`config.mk`:
```
export PLATFORM = sky130hd
export DESIGN_NAME = imem_arbiter
export DESIGN_NICKNAME = d
export VERILOG_FILES = /design/src/rtl/imem_arbiter.sv
export SDC_FILE = /design/constraint.sdc
export NUM_CORES = 1
export LEC_CHECK = 0
export ABC_AREA = 1
export CAP_MARGIN = 25
export CORE_AREA = 2 2 94 96
export DETAILED_ROUTE_END_ITERATION = 6
export DIE_AREA = 0 0 96 98
export PLACE_DENSITY = 0.79
export SETUP_SLACK_MARGIN = 0.15
export SLEW_MARGIN = 20
export SYNTH_ARGS = -nofsm -noshare
export SYNTH_HDL_FRONTEND = slang
export SYNTH_SLANG_ARGS = --single-unit
export TNS_END_PERCENT = 50
```
`constraint.sdc`:
```
create_clock -name clk -period 2.4 [get_ports clk]
set_input_delay 0.6 -clock clk [delete_from_list [all_inputs] [get_ports clk]]
set_output_delay 0.6 -clock clk [all_outputs]
set_load 0.01 [all_outputs]
```
`src/rtl/imem_arbiter.sv`:
```
// Arbitrates the single-port instruction memory between instruction fetch and the debug/loader
// port, with a halt handshake that drains fetch traffic before the loader rewrites memory.
module imem_arbiter #(
  parameter int unsigned MEM_SIZE  = 20,
  parameter int unsigned IDX_W     = $clog2(MEM_SIZE),
  parameter int unsigned MAX_WAIT  = 4,
  parameter logic [31:0] NOP_INSTR = 32'h0000_0013
) (
  input  logic             clk,
  input  logic             rst_n,
  input  logic             fetch_req,
  input  logic [31:0]      fetch_addr,
  output logic             fetch_gnt,
  output logic             fetch_rvalid,
  output logic [31:0]      fetch_rdata,
  input  logic             dbg_req,
  input  logic             dbg_we,
  input  logic [31:0]      dbg_addr,
  input  logic [31:0]      dbg_wdata,
  output logic             dbg_gnt,
  output logic             dbg_rvalid,
  output logic [31:0]      dbg_rdata,
  output logic             dbg_err,
  input  logic             halt_req,
  output logic             halted,
  output logic             mem_en,
  output logic             mem_we,
  output logic [IDX_W-1:0] mem_addr,
  output logic [31:0]      mem_wdata,
  input  logic [31:0]      mem_rdata
);

  localparam int unsigned CNT_W = $clog2(MAX_WAIT + 1);

  typedef enum logic [1:0] {StRun, StDrain, StHalted} state_e;
  typedef enum logic [1:0] {SelZero, SelMem, SelNop} rsel_e;

  state_e           state_q, state_d;
  logic [CNT_W-1:0] wait_cnt_q, wait_cnt_d;
  logic             halted_q;
  logic             resp_valid_q, resp_valid_d;
  logic             resp_dbg_q, resp_dbg_d;
  logic             resp_err_q, resp_err_d;
  rsel_e            resp_sel_q, resp_sel_d;

  logic             fetch_oor, dbg_oor, dbg_misal;
  logic             fetch_ok, dbg_force, dbg_access_ok;
  logic [31:0]      resp_data;
  logic             unused_fetch_lsb;

  // Range is judged on the full word address so aliases above the index width are rejected too.
  assign fetch_oor        = fetch_addr[31:2] >= 30'(MEM_SIZE);
  assign dbg_oor          = dbg_addr[31:2] >= 30'(MEM_SIZE);
  assign dbg_misal        = dbg_addr[1:0] != 2'b00;
  assign dbg_access_ok    = !dbg_oor && !dbg_misal;
  assign unused_fetch_lsb = ^fetch_addr[1:0];

  // Grants are gated by rst_n so every output reads 0 while reset is held.
  assign fetch_ok  = fetch_req && (state_q == StRun);
  assign dbg_force = dbg_req && (wait_cnt_q == CNT_W'(MAX_WAIT));
  assign dbg_gnt   = rst_n && dbg_req && (!fetch_ok || dbg_force);
  assign fetch_gnt = rst_n && fetch_ok && !dbg_force;

  always_comb begin
    mem_en    = 1'b0;
    mem_we    = 1'b0;
    mem_addr  = '0;
    mem_wdata = '0;
    if (dbg_gnt) begin
      mem_en    = dbg_access_ok;
      mem_we    = dbg_access_ok && dbg_we;
      mem_addr  = dbg_addr[IDX_W+1:2];
      mem_wdata = dbg_wdata;
    end else if (fetch_gnt) begin
      mem_en    = !fetch_oor;
      mem_addr  = fetch_addr[IDX_W+1:2];
      mem_wdata = dbg_wdata;
    end
  end

  always_comb begin
    resp_valid_d = dbg_gnt || fetch_gnt;
    resp_dbg_d   = dbg_gnt;
    resp_err_d   = 1'b0;
    resp_sel_d   = SelZero;
    if (dbg_gnt) begin
      resp_err_d = !dbg_access_ok;
      if (dbg_misal || dbg_we) begin
        resp_sel_d = SelZero;
      end else if (dbg_oor) begin
        resp_sel_d = SelNop;
      end else begin
        resp_sel_d = SelMem;
      end
    end else if (fetch_gnt) begin
      resp_sel_d = fetch_oor ? SelNop : SelMem;
    end
  end

  always_comb begin
    wait_cnt_d = wait_cnt_q;
    if (!dbg_req || dbg_gnt) begin
      wait_cnt_d = '0;
    end else if (wait_cnt_q != CNT_W'(MAX_WAIT)) begin
      wait_cnt_d = wait_cnt_q + 1'b1;
    end
  end

  // A fetch response presented this cycle still counts as outstanding while draining.
  always_comb begin
    state_d = state_q;
    unique case (state_q)
      StRun: begin
        if (halt_req) state_d = StDrain;
      end
      StDrain: begin
        if (!halt_req) begin
          state_d = StRun;
        end else if (!(resp_valid_q && !resp_dbg_q)) begin
          state_d = StHalted;
        end
      end
      StHalted: begin
        if (!halt_req) state_d = StRun;
      end
      default: state_d = StRun;
    endcase
  end

  always_ff @(posedge clk or negedge rst_n) begin
    if (!rst_n) begin
      state_q      <= StRun;
      halted_q     <= 1'b0;
      wait_cnt_q   <= '0;
      resp_valid_q <= 1'b0;
      resp_dbg_q   <= 1'b0;
      resp_err_q   <= 1'b0;
      resp_sel_q   <= SelZero;
    end else begin
      state_q      <= state_d;
      halted_q     <= (state_d == StHalted);
      wait_cnt_q   <= wait_cnt_d;
      resp_valid_q <= resp_valid_d;
      resp_dbg_q   <= resp_dbg_d;
      resp_err_q   <= resp_err_d;
      resp_sel_q   <= resp_sel_d;
    end
  end

  always_comb begin
    resp_data = '0;
    unique case (resp_sel_q)
      SelMem:  resp_data = mem_rdata;
      SelNop:  resp_data = NOP_INSTR;
      default: resp_data = '0;
    endcase
  end

  assign fetch_rvalid = resp_valid_q && !resp_dbg_q;
  assign dbg_rvalid   = resp_valid_q && resp_dbg_q;
  assign fetch_rdata  = fetch_rvalid ? resp_data : '0;
  assign dbg_rdata    = dbg_rvalid ? resp_data : '0;
  assign dbg_err      = dbg_rvalid && resp_err_q;
  assign halted       = halted_q;

endmodule

```
==> results summary, run 1 <==
The clock reaches the later pin of the worst-skew pair after 0.24 ns. In the post-synthesis netlist, the biggest area contributors are inv_1 (19%), nor3_1 (18%), dfrtp_1 (17%). Dividing total power by cell area gives a power density of 259 mW/mm2. The number of standard cells in the layout, taps in and fillers out is just over 700. The net count of the mapped netlist is ~460. After clock tree synthesis, the clock-pin slew on the worst setup and hold paths is 0.05 ns. Once detail routing completed, the nets flagged for antenna violations numbered 0. The number of pins exceeding their max-slew limit in the final report is 0. The die width is 96 um.

The summed instance area of the synthesized netlist is 0.00165 mm2. TritonCTS built the clock tree. The synthesized design spends more area on one cell type than any other, namely inv_1. The post-route clock skew is 0.00236 ns.

The count of endpoints failing hold in the final timing report is 0. The standard cell core area is 0.00847 mm2. The number of H-tree levels is 1. The count of different cell masters after synthesis is 22. At the placement stage, the worst setup path has a slack of -0.648 ns. The floorplan has 34 rows. Summed over all cells, the static leakage comes to 2.47 nW. In the post-synthesis netlist, the cell with the most instances is inv_1. The longest clock path from root to sink contains 2 buffers.

Clock tree synthesis found a total of 11 sinks. The setup TNS came out at -3.17 ns. The number of design-rule violations left by the first detailed-router iteration came out at 29. Setup repair after global routing could not meet its margin everywhere.

Among all flip-flop cells after synthesis, the most frequent one is dfrtp_1. The share of synthesized area in the top cell type comes to 19.1%. The number of flops mapped to enable cells by yosys is 0. The maximum fanout count along the critical path is 6. The number of max-cap violations is 0. The number of antenna diodes in the final layout is 0. The cell count after placement is 677.

The proportion of layout cells with a drive suffix above 1 is 29.2%. The checks that failed: negative setup slack. The critical path is of the reg -> out type.

Counting the fill cells in the layout gives around 770. In this run the cell area measured after placement is between 0.004 and 0.005 mm2. The maximum number of pins on one net before global-route repair came out at 59. The tightest min-delay check is of the in -> async type. The global-route wire length before repair is 13300 um. The full die area came out at 0.00941 mm2. The cell at the root of the clock tree is clkbuf_8. VDD sags by at most 171 uV.

The run finished, with violations left. The y dimension of the die is between 90 and 100 um. The post-synthesis sequential element count came out at 11. The remaining global-route overflow came out at 0. The initial core utilization came out at ~20%.

The global placement routability congestion is 0.942. The via-per-instance ratio came out at around 4.3. Relative to the synthesized area, the layout overhead comes to 184%.

The destination of the worst register-to-register timing path is wait_cnt_q[1]$_DFFE_PN0P_. The smallest clock period supported by the final layout is computed as 2.58 ns. The worst endpoint required time came out at 1.80 ns. The portion of the post-synthesis area used by sequential elements came out at 16.7%. Across every metal layer, demand over resource in global routing totals 17.8%.

The number of endpoints failing setup at the final stage came out at 35. The initial antenna violation count was 0. The via count is 3058. The final critical-path share of the clock period is 108%.

The placed wire-length estimate after detailed placement is 7300 um. The number of clock buffers inserted by TritonCTS came out at 3. The count of synthesis-stage warnings from yosys is 0. The worst-margin pin slew is 0.291 ns. The final routed DRC violation total is 0.

The worst path setup slack after routing is -0.182 ns. The nature of the critical path endpoint is a primary output. The maximum clock frequency is slightly below 400 MHz.

The number of nets in the final layout came out at 741. The average instance in the mapped netlist occupies 5.21 um2. After synthesis, the most frequently instantiated cells are inv_1 (84), nor2_1 (71), nor3_1 (59). The data arrival time at the worst-slack endpoint came out at 1.98 ns. After detailed routing, the total wire length is 9480 um.

The fraction of registers with async set/reset came out at 100%. The number of global-route vias before repair is 3013. The number of cells on the worst reg-to-reg path is 12. Measured against its own limit, the worst slew margin works out to 80.5%.

The first TritonRoute pass finished after 4 iterations. The area of all placed cells without fillers came out at 0.00470 mm2. The setup check on the worst reg-to-reg path leaves a slack of 0.58 ns.

The kind of launch point of the worst setup path is a flop. The worst register-to-register path begins at wait_cnt_q[0]$_DFFE_PN0P_. Dividing the detail-routed wire length by the instance count gives 13.3 um.

The number of I/O port buffers is 240. 243 I/O pins were placed. The post-synthesis cell count came out at 317.
## worst max-delay path, stage by stage, from the launching register on
cell	delay [ns]
dfrtp_1	0.36
inv_2	0.07
ha_4	0.16
nand2_4	0.07
nor2_4	0.05
nor2_4	0.13
inv_2	0.06
nor2_4	0.14
nor2_4	0.08
buf_12	0.13
buf_8	0.12
buf_6	0.11
nor2_1	0.09
buf_2	0.16
## power breakdown
part | switching (mW) | internal [mW] | leakage (nW)
registers | 0.0123 | 0.206 | 0.145
clock network | 0.0691 | 0.117 | 0.0228
logic | 0.345 | 0.466 | 2.30
total | 0.426 | 0.788 | 2.47
## layout make-up
| cell class | instances | area [um2] | area share (%) |
|---|---|---|---|
| Tap cell | 108 | 135 | 2.88 |
| Multi-Input combinational cell | 206 | 1180 | 25.2 |
| Sequential cell | 11 | 275 | 5.86 |
| Clock buffer | 4 | 45.0 | 0.959 |
| Inverter | 85 | 319 | 6.79 |
| Timing Repair Buffer | 296 | 2740 | 58.3 |
## flip-flops by register name (all words and copies together), names as in the netlist
| signal | cells |
|---|---|
| halted | 1 |
| resp_dbg_q | 1 |
| resp_err_q | 1 |
| resp_sel_q | 2 |
| resp_valid_q | 1 |
| state_q | 2 |
| wait_cnt_q | 3 |
## worst max-delay path by stage
| stage | endpoint | depth (start not counted) | start | slack [ns] |
|---|---|---|---|---|
| after floorplan | mem_wdata[6] | 10 | wait_cnt_q[0]$_DFFE_PN0P_ | 0.29 |
| after global placement | mem_wdata[8] | 10 | dbg_req | -0.63 |
| after detailed placement | mem_wdata[8] | 10 | dbg_req | -0.65 |
| after CTS | mem_wdata[16] | 13 | wait_cnt_q[1]$_DFFE_PN0P_ | -0.1 |
| after global routing | mem_wdata[6] | 13 | wait_cnt_q[1]$_DFFE_PN0P_ | -0.27 |
| final | mem_wdata[6] | 13 | wait_cnt_q[0]$_DFFE_PN0P_ | -0.18 |
## layer usage
layer | up-vias | part of all wire (%) | track usage [%]
li1 | 1514 | - | -
met1 | 1344 | 32 | 16.2
met2 | 176 | 56 | 36.5
met3 | 24 | 9.2 | 2.93
met4 | 0 | 3.6 | 7.58
met5 | - | 0 | 0
## kinds of logic (layout without fill, tap and decap cells)
group | after synthesis | count (layout) | share of synthesized area (%)
xor gates and xnor gates | 2 | 2 | 1.06
adders and majority gates | 4 | 4 | 3.03
and+or+nand+nor | 190 | 190 | 51.7
buffers and inverters | 100 | 385 | 24.2
AOI/OAI and AO/OA | 10 | 10 | 3.33
DFF | 11 | 11 | 16.7
## cell usage in the layout, fill, tap and decap left out, types with 2 or more instances in the layout
cell	instances
clkdlybuf4s50_1	104
inv_1	80
nor3_1	57
dlygate4sd2_1	52
nor2_1	47
buf_6	34
nand2_1	33
buf_4	32
clkdlybuf4s15_1	21
clkbuf_2	21
buf_2	21
nor2_4	20
nor2_2	15
dfrtp_1	11
nand2_2	6
inv_2	5
nand3_1	5
buf_12	5
buf_8	4
a21oi_1	3
ha_1	3
clkbuf_8	3
nand2_4	2
o21ai_1	2
a211oi_1	2
o21ai_2	2
nor3_2	2
## timing repair
action	4_1_cts	5_1_grt
endpoints found under the hold margin	0	0
hold buffers	0	0
pin swaps	33	11
cloned	2	0
endpoints found under the setup margin	105	80
resized for setup	335	114
setup buffers	22	5
## stage by stage
| stage | util (%) | total power [mW] | hold slack, ns |
|---|---|---|---|
| 6_report | 55.5 | 1.21 | 0.504 |
| 3_3_place_gp | 51.4 | 0.856 | 0.533 |
| 2_1_floorplan | - | 0.438 | 0.304 |
| 4_1_cts | 53.8 | 1.14 | 0.495 |
| 3_5_place_dp | 51.4 | 0.872 | 0.555 |
| 5_1_grt | 55.5 | 1.29 | 0.519 |
Note: power is estimated with default switching activity, not from simulation.
==> run 2, diff against run 1 <==
--- a/config.mk
+++ b/config.mk
@@ -7,10 +7,11 @@
 export LEC_CHECK = 0
 export ABC_AREA = 1
 export CAP_MARGIN = 25
-export CORE_AREA = 2 2 94 96
+export CORE_AREA = 2 2 93 95
 export DETAILED_ROUTE_END_ITERATION = 6
-export DIE_AREA = 0 0 96 98
-export PLACE_DENSITY = 0.79
+export DIE_AREA = 0 0 95 97
+export DONT_BUFFER_PORTS = 1
+export PLACE_DENSITY = 0.42
 export SETUP_SLACK_MARGIN = 0.15
 export SLEW_MARGIN = 20
 export SYNTH_ARGS = -nofsm -noshare
==> results summary, run 2 (same netlist as run 1, synthesis figures left out) <==
The number of endpoints failing setup at the final stage came out at 0 (-100%). STA classifies the critical path startpoint as a flop. The worst endpoint required time is 1.80 ns (about the same). By instance count, the cell type seen most on the critical path is nor2_4.

The antenna diode instance count is 0 (unchanged). The run finished with clean final reports. The nature of the critical path endpoint is a primary output. The number of flip-flops under the largest register name came out at 3 (unchanged). The timing startpoint of the critical path is wait_cnt_q[1]$_DFFE_PN0P_. The placed wire-length estimate after detailed placement is 5490 um (-25%).

The post-route clock skew is 0.00198 ns (-0.000381 ns). The total routed wirelength came out at 6690 um (-29%). The die width came out at 95 um (-1.0%).

The share of the core filled with cells came to 29.8% (-26 points). The destination of the worst register-to-register timing path is resp_sel_q[1]$_DFF_PN0_. The worst-case register-to-register setup slack came out at 0.75 ns (+0.17 ns). The number of hold-repair buffers added at the cts stage came out at 0 (unchanged). The largest registers in the layout are wait_cnt_q: 3 flops, resp_sel_q: 2 flops, state_q: 2 flops. The count of endpoints failing hold in the final timing report came out at 0 (unchanged). The standard cell core area came out at 0.00813 mm2 (-3.9%). The area after detailed placement was 0.00177 mm2 (-59%). The setup TNS is 0 ns (+3.17 ns). The worst-case reg-to-reg path depth came out at 11 (-1). The maximum root-to-sink buffer count came to 2 (unchanged). The proportion of layout cells with a drive suffix above 1 is 29.8% (+0.55 points). The worst-margin pin slew came out at 0.418 ns (+0.127 ns). The maximum number of pins on one net before global-route repair is 59 (unchanged).

The power per cell area came out at 355 mW/mm2 (+37%). The slowest stage of the critical path is the dfrtp_1 cell. The number of sinks driven by the clock tree came out at 11 (unchanged).

The biggest cell delay along the critical path came out at 0.39 ns (+0.03 ns). The final routed DRC violation total came out at 0 (unchanged). The top cell types in the final layout, fill and taps aside, are inv_1 (81), nor2_1 (43), nand2_1 (39), nor2_4 (38), nor3_1 (35). The final critical-path share of the clock period came out at 96.7% (-11 points). TritonCTS built the clock tree.

The number of global-route vias before repair came out at 1739 (-42%). The remaining global-route overflow came out at 0 (unchanged). The global placement routability congestion is 0.773 (-18%). Setup repair after global routing could not meet its margin everywhere.

The total power after layout is 0.860 mW (-29%). The shortest clock period the worst path allows after layout came out at 2.32 ns (-0.261 ns). The via-per-instance ratio was 4.59 (+6.7%).

The number of max-cap violations is 0 (unchanged). The global-route wire length before repair is 8650 um (-35%). The row count was 33 (-2.9%). The startpoint identified for the worst register-to-register timing path is wait_cnt_q[1]$_DFFE_PN0P_.

The critical path goes through inv_2 > ha_4 > nand2_4 > nor2_4 > nor2_4 > nor2_4 > nor2_4 > buf_12 > clkbuf_16 > nor2_4. The global-route usage over all layers came out at 12.5% (-5.3 points). The number of design-rule violations left by the first detailed-router iteration is 26 (-10%).

The detailed-route wire length per cell came to 15.4 um (+16%). The data arrival time at the worst-slack endpoint came out at 1.72 ns (-0.26 ns). The initial core utilization came out at 20.3% (+0.80 points). The peak ir drop on the vdd network came to 164 uV (-4.2%). The number of pins exceeding their max-slew limit in the final report is 0 (unchanged). The type of the setup path with the least slack is reg -> out. In this run the worst setup path terminates at mem_wdata[16]. The area growth from synthesis to layout is 46.7%. The y dimension of the die was 97 um (-1.0%). The clock insertion delay at the later pin of the skew report came to 0.24 ns (about the same). The maximum fanout count along the critical path came out at 6 (unchanged). The worst relative slew slack came to 71.9% (-8.6 points). The number of clock buffers inserted by TritonCTS is 3 (unchanged). The maximum clock frequency came out at 431 MHz (+11%). The number of I/O pins is 243 (unchanged). Leaving out fill and tap cells, the most frequent cell in the layout is inv_1.

The class of the most critical hold timing path is in -> async. The worst hold slack is 0.0533 ns (-0.451 ns). The tree is rooted in a clkbuf_8. The first-pass iteration count of the detailed router is 4 (unchanged). The via count came out at 1994 (-35%). The number of nets in the final layout came out at 468 (-37%). wait_cnt_q holds more flip-flops than any other register. The number of nets with antenna violations after detailed routing is 0 (unchanged). The layout filler cell count came out at 878 (+14%). The number of H-tree levels came out at 1 (unchanged). The initial antenna violation count is 0 (unchanged). The number of I/O port buffers is 0 (-100%).

The area of all placed cells without fillers came to 0.00242 mm2 (-48%). The full die area was 0.00922 mm2 (-2.1%). The clock slew seen by the registers of the worst setup and hold paths came to 0.05 ns (about the same). The leakage power is 1.08 nW (-56%).
==> run 2: cell count changes in the layout (fill, tap and decap cells not counted), sizes merged <==
cell / before / now
clkdlybuf4s15: 21 / 0
dlygate4sd2: 52 / 0
buf: 97 / 20
dlygate4sd1: 1 / 0
clkbuf: 25 / 6
inv: 85 / 84
clkdlybuf4s50: 104 / 0
clkinvlp: 0 / 2
==> run 2: metrics by stage <==
stage | std cells | setup slack, ns
CTS | 423 | 0.105
global route | 434 | -0.0172
detailed placement | 416 | 0.225
floorplan | 317 | 0.286
global placement | 416 | 0.238
finish | 434 | 0.0785
==> run 2: critical path: cells and delay by family, from the launching register on <==
family / cells / cell delay (ns)
fa+ha+maj: 1 / 0.13
simple gates: 6 / 0.57
buf+inv: 3 / 0.38
flops: 1 / 0.39
==> run 2: what timing repair did <==
| action | CTS | global route |
|---|---|---|
| setup endpoints to repair | 40 | 100 |
| cloned | 0 | 4 |
| resized for setup | 57 | 53 |
| pin swaps | 0 | 10 |
| buffers inserted | 3 | 7 |
==> run 2: layout make-up <==
type                       count  area, um2  area share (%)
multi-input combinational    206       1370            56.6
inverter                      85        323            13.3
sequential                    11        275            11.4
timing repair buffer          22        270            11.2
tap                          105        131            5.42
clock buffer                   4       45.0            1.86
timing repair inverter         1       7.51           0.310
==> run 2: worst min-delay path by stage <==
stage	from	to	slack [ns]	cells past startpoint
final	rst_n	resp_valid_q$_DFF_PN0_	0.05	0
after global routing	rst_n	wait_cnt_q[1]$_DFFE_PN0P_	0.04	0
after CTS	rst_n	resp_sel_q[1]$_DFF_PN0_	0.05	0
after detailed placement	rst_n	resp_sel_q[1]$_DFF_PN0_	0.30	0
after global placement	rst_n	resp_sel_q[0]$_DFF_PN0_	0.30	0
after floorplan	rst_n	halted$_DFF_PN0_	0.30	0
==> run 2: report_power, final <==
part           switching, mW  internal, mW
registers             0.0170         0.206
logic                  0.277         0.169
clock network         0.0744         0.117
==> run 2: metal layers <==
layer	routed length (um)	share of wire [%]	global-route usage, %
met5	0	0	0
met4	50	0.75	3.68
met3	499	7.5	1.71
met2	3890	58	27.2
met1	2250	34	11.0
==> run 3, diff against run 2 <==
==> constraint.sdc (replaced) <==
create_clock -name clk -period 2.4 [get_ports clk]
set_input_delay 0.6 -clock clk [delete_from_list [all_inputs] [get_ports clk]]
set_output_delay 0.6 -clock clk [all_outputs]
set_load 0.005 [all_outputs]
==> results summary, run 3 (same netlist as run 1, synthesis figures left out) <==
The number of max-cap violations is 0 (unchanged). The clock tree from TritonCTS is built. The global-route usage over all layers came out at 13.1% (+0.64 points). The data arrival time at the worst-slack endpoint came out at 1.64 ns (-0.08 ns). The worst path setup slack after routing was 0.157 ns (+0.0789 ns). The die width came to 95 um (unchanged). The setup slack after placement is 0.0947 ns (-0.130 ns). The antenna diode instance count is 0 (unchanged). The number of clock buffers inserted by TritonCTS came out at 3 (unchanged). The worst endpoint required time is 1.80 ns (about the same).

The setup TNS came to 0 ns (unchanged). The first-pass iteration count of the detailed router is 4 (unchanged). The number of I/O port buffers is 0 (unchanged). The count of endpoints failing hold in the final timing report came out at 0 (unchanged).

Among cell families on the critical path, the largest total delay comes from simple AND/OR/NAND/NOR gates. The final routed DRC violation total came to 0 (unchanged). The number of sinks driven by the clock tree is 11 (unchanged).

The worst hold path belongs to the class in -> async. The met2 layer wire length in the routed design was 3900 um (+0.13%). The number of global-route vias before repair is 1847 (+6.2%).

The amount of wire on met3 after detailed routing is 549 um (+10%). Among all stages on the critical path, the largest delay is contributed by dfrtp_1. The cell at the root of the clock tree is clkbuf_8. The placed wire-length estimate after detailed placement is 5430 um (-1.1%).

The biggest cell delay along the critical path came out at 0.36 ns (-0.03 ns). The post-route clock skew came out at 0.000646 ns (-0.00134 ns). The global-route wire length before repair came out at 9070 um (+5.0%). The layout filler cell count came out at 903 (+2.8%).

The worst-margin pin slew was 0.522 ns (+0.104 ns). The proportion of layout cells with a drive suffix above 1 came out at 24.3% (-5.5 points). The worst relative slew slack is 65.2% (-6.7 points). The peak ir drop on the vdd network came out at 127 uV (-23%). The area growth from synthesis to layout is 38.3%. The flow ran to the end, and the final reports show no timing, DRC or antenna violations. The via-per-instance ratio came to 4.55 (-1.1%). The full die area is 0.00922 mm2 (unchanged).

The y dimension of the die came out at 97 um (unchanged). The worst-case register-to-register setup slack is 0.77 ns (+0.02 ns). Traced cell by cell, the critical path runs through inv_2 > ha_4 > nand2_4 > nor2_4 > nor2_4 > nor2_4 > buf_6 > nor2_4 > clkbuf_16 > nor2_4. The maximum root-to-sink buffer count was 2 (unchanged). In this run the critical register-to-register path is captured at state_q[0]$_DFF_PN0_.

The initial core utilization came to 20.3% (unchanged). The number of I/O pins is 243 (unchanged). The worst setup path is captured at a primary output. The global placement routability congestion is 0.766 (-0.96%). Setup repair after global routing could not meet its margin everywhere. The number of endpoints failing setup at the final stage is 0 (unchanged). The total routed wirelength is 6770 um (+1.2%). The number of hold-repair buffers added at the cts stage is 0 (unchanged). In the layout the commonest cells are inv_1 (81), nor3_1 (53), nor2_1 (43), nand2_1 (40), nor2_4 (33). The initial antenna violation count was 0 (unchanged). The maximum number of pins on one net before global-route repair was 59 (unchanged). The number of nets with antenna violations after detailed routing came to 0 (unchanged). The clock slew seen by the registers of the worst setup and hold paths is 0.05 ns (about the same). The maximum clock frequency is 446 MHz (+3.5%).

The clock insertion delay at the later pin of the skew report is 0.23 ns (about the same). The worst-case reg-to-reg path depth came to 7 (-4). The maximum fanout count along the critical path came to 5 (-1).

The via count came out at 1973 (-1.1%). The largest register by flop count is wait_cnt_q. The detailed-routing wirelength on met1 is 2250 um (about the same).

The final critical-path share of the clock period is 93.4% (-3.3 points). The worst setup path is launched from a flop. The standard cell core area is 0.00813 mm2 (unchanged).

The number of H-tree levels is 1 (unchanged). The type of the setup path with the least slack is reg -> out. The highest layer touched by signal routing is met4. The shortest clock period the worst path allows after layout came out at 2.24 ns (-0.0789 ns). The power per cell area came to 353 mW/mm2 (-0.70%). The largest registers in the layout are wait_cnt_q: 3 flops, resp_sel_q: 2 flops, state_q: 2 flops. The remaining global-route overflow came out at 0 (unchanged). The library cell used most frequently in the layout, excluding fill and tap cells, is inv_1. The detailed-route wire length per cell is 15.6 um (+1.2%). The number of nets in the final layout is 468 (unchanged).

The worst hold slack is 0.0599 ns (+0.00661 ns). The total buffers and inverters traversed by the critical path came out at 3 (unchanged). The number of design-rule violations left by the first detailed-router iteration is 25 (-3.8%). The leakage power is 1.07 nW (-0.88%).

The worst register-to-register path begins at resp_dbg_q$_DFF_PN0_. The row count is 33 (unchanged). The number of flip-flops under the largest register name came to 3 (unchanged). The number of pins exceeding their max-slew limit in the final report came out at 0 (unchanged). The cell that appears most often on the critical path is nor2_4.
## run 3: changes by cell type in the layout (fill, tap and decap cells not counted), sizes merged
cell	change
clkinvlp	-2
buf	+1
clkbuf	-1
inv	+1
nor2	+1
## run 3: stage by stage
| step | total power, mW | utilization, % | area (um2) | std cells |
|---|---|---|---|---|
| after global placement | 0.456 | 21.5 | 1750 | 413 |
| final | 0.805 | 28.1 | 2280 | 434 |
| after CTS | 0.759 | 25.8 | 2100 | 430 |
| after floorplan | 0.414 | - | 1650 | 317 |
| after detailed placement | 0.459 | 21.5 | 1750 | 413 |
| after global routing | 0.869 | 28.1 | 2280 | 434 |
## run 3: layout make-up
cell class                      instances  area, um2  area share, %
Clock buffer                            4       45.0           1.97
Inverter                               85        319           14.0
Multi-Input combinational cell        207       1260           55.1
Sequential cell                        11        275           12.0
Tap cell                              105        131           5.75
Timing Repair Buffer                   22        255           11.2
## run 3: what timing repair did
item	in CTS	in global routing
setup endpoints to repair	39	64
pin swaps	9	4
gates resized for setup	49	34
gates cloned	3	1
buffers inserted	10	3
## run 3: how the worst max path moves through the flow
| stage | startpoint | cells after the start | end | slack (ns) |
|---|---|---|---|---|
| floorplan | wait_cnt_q[0]$_DFFE_PN0P_ | 10 | mem_wdata[6] | 0.37 |
| CTS | wait_cnt_q[0]$_DFFE_PN0P_ | 10 | mem_we | 0.10 |
| detailed placement | wait_cnt_q[0]$_DFFE_PN0P_ | 9 | mem_wdata[16] | 0.09 |
| global placement | wait_cnt_q[0]$_DFFE_PN0P_ | 9 | mem_wdata[19] | 0.14 |
| finish | wait_cnt_q[0]$_DFFE_PN0P_ | 10 | mem_wdata[15] | 0.16 |
| global route | wait_cnt_q[1]$_DFFE_PN0P_ | 10 | mem_wdata[26] | 0.07 |
## run 3: where the power goes
group / internal, mW / leakage (nW) / total (mW) / switching (mW)
combinational: 0.161 / 0.904 / 0.403 / 0.242
sequential: 0.206 / 0.145 / 0.220 / 0.0143
clock: 0.116 / 0.0228 / 0.182 / 0.0657
total: 0.484 / 1.07 / 0.805 / 0.322
## run 3: metal layers
metal	GRT usage [%]	vias up
met5	0	-
met3	2.10	4
li1	-	959
met4	4.24	0
met1	11.5	868
met2	28.3	142
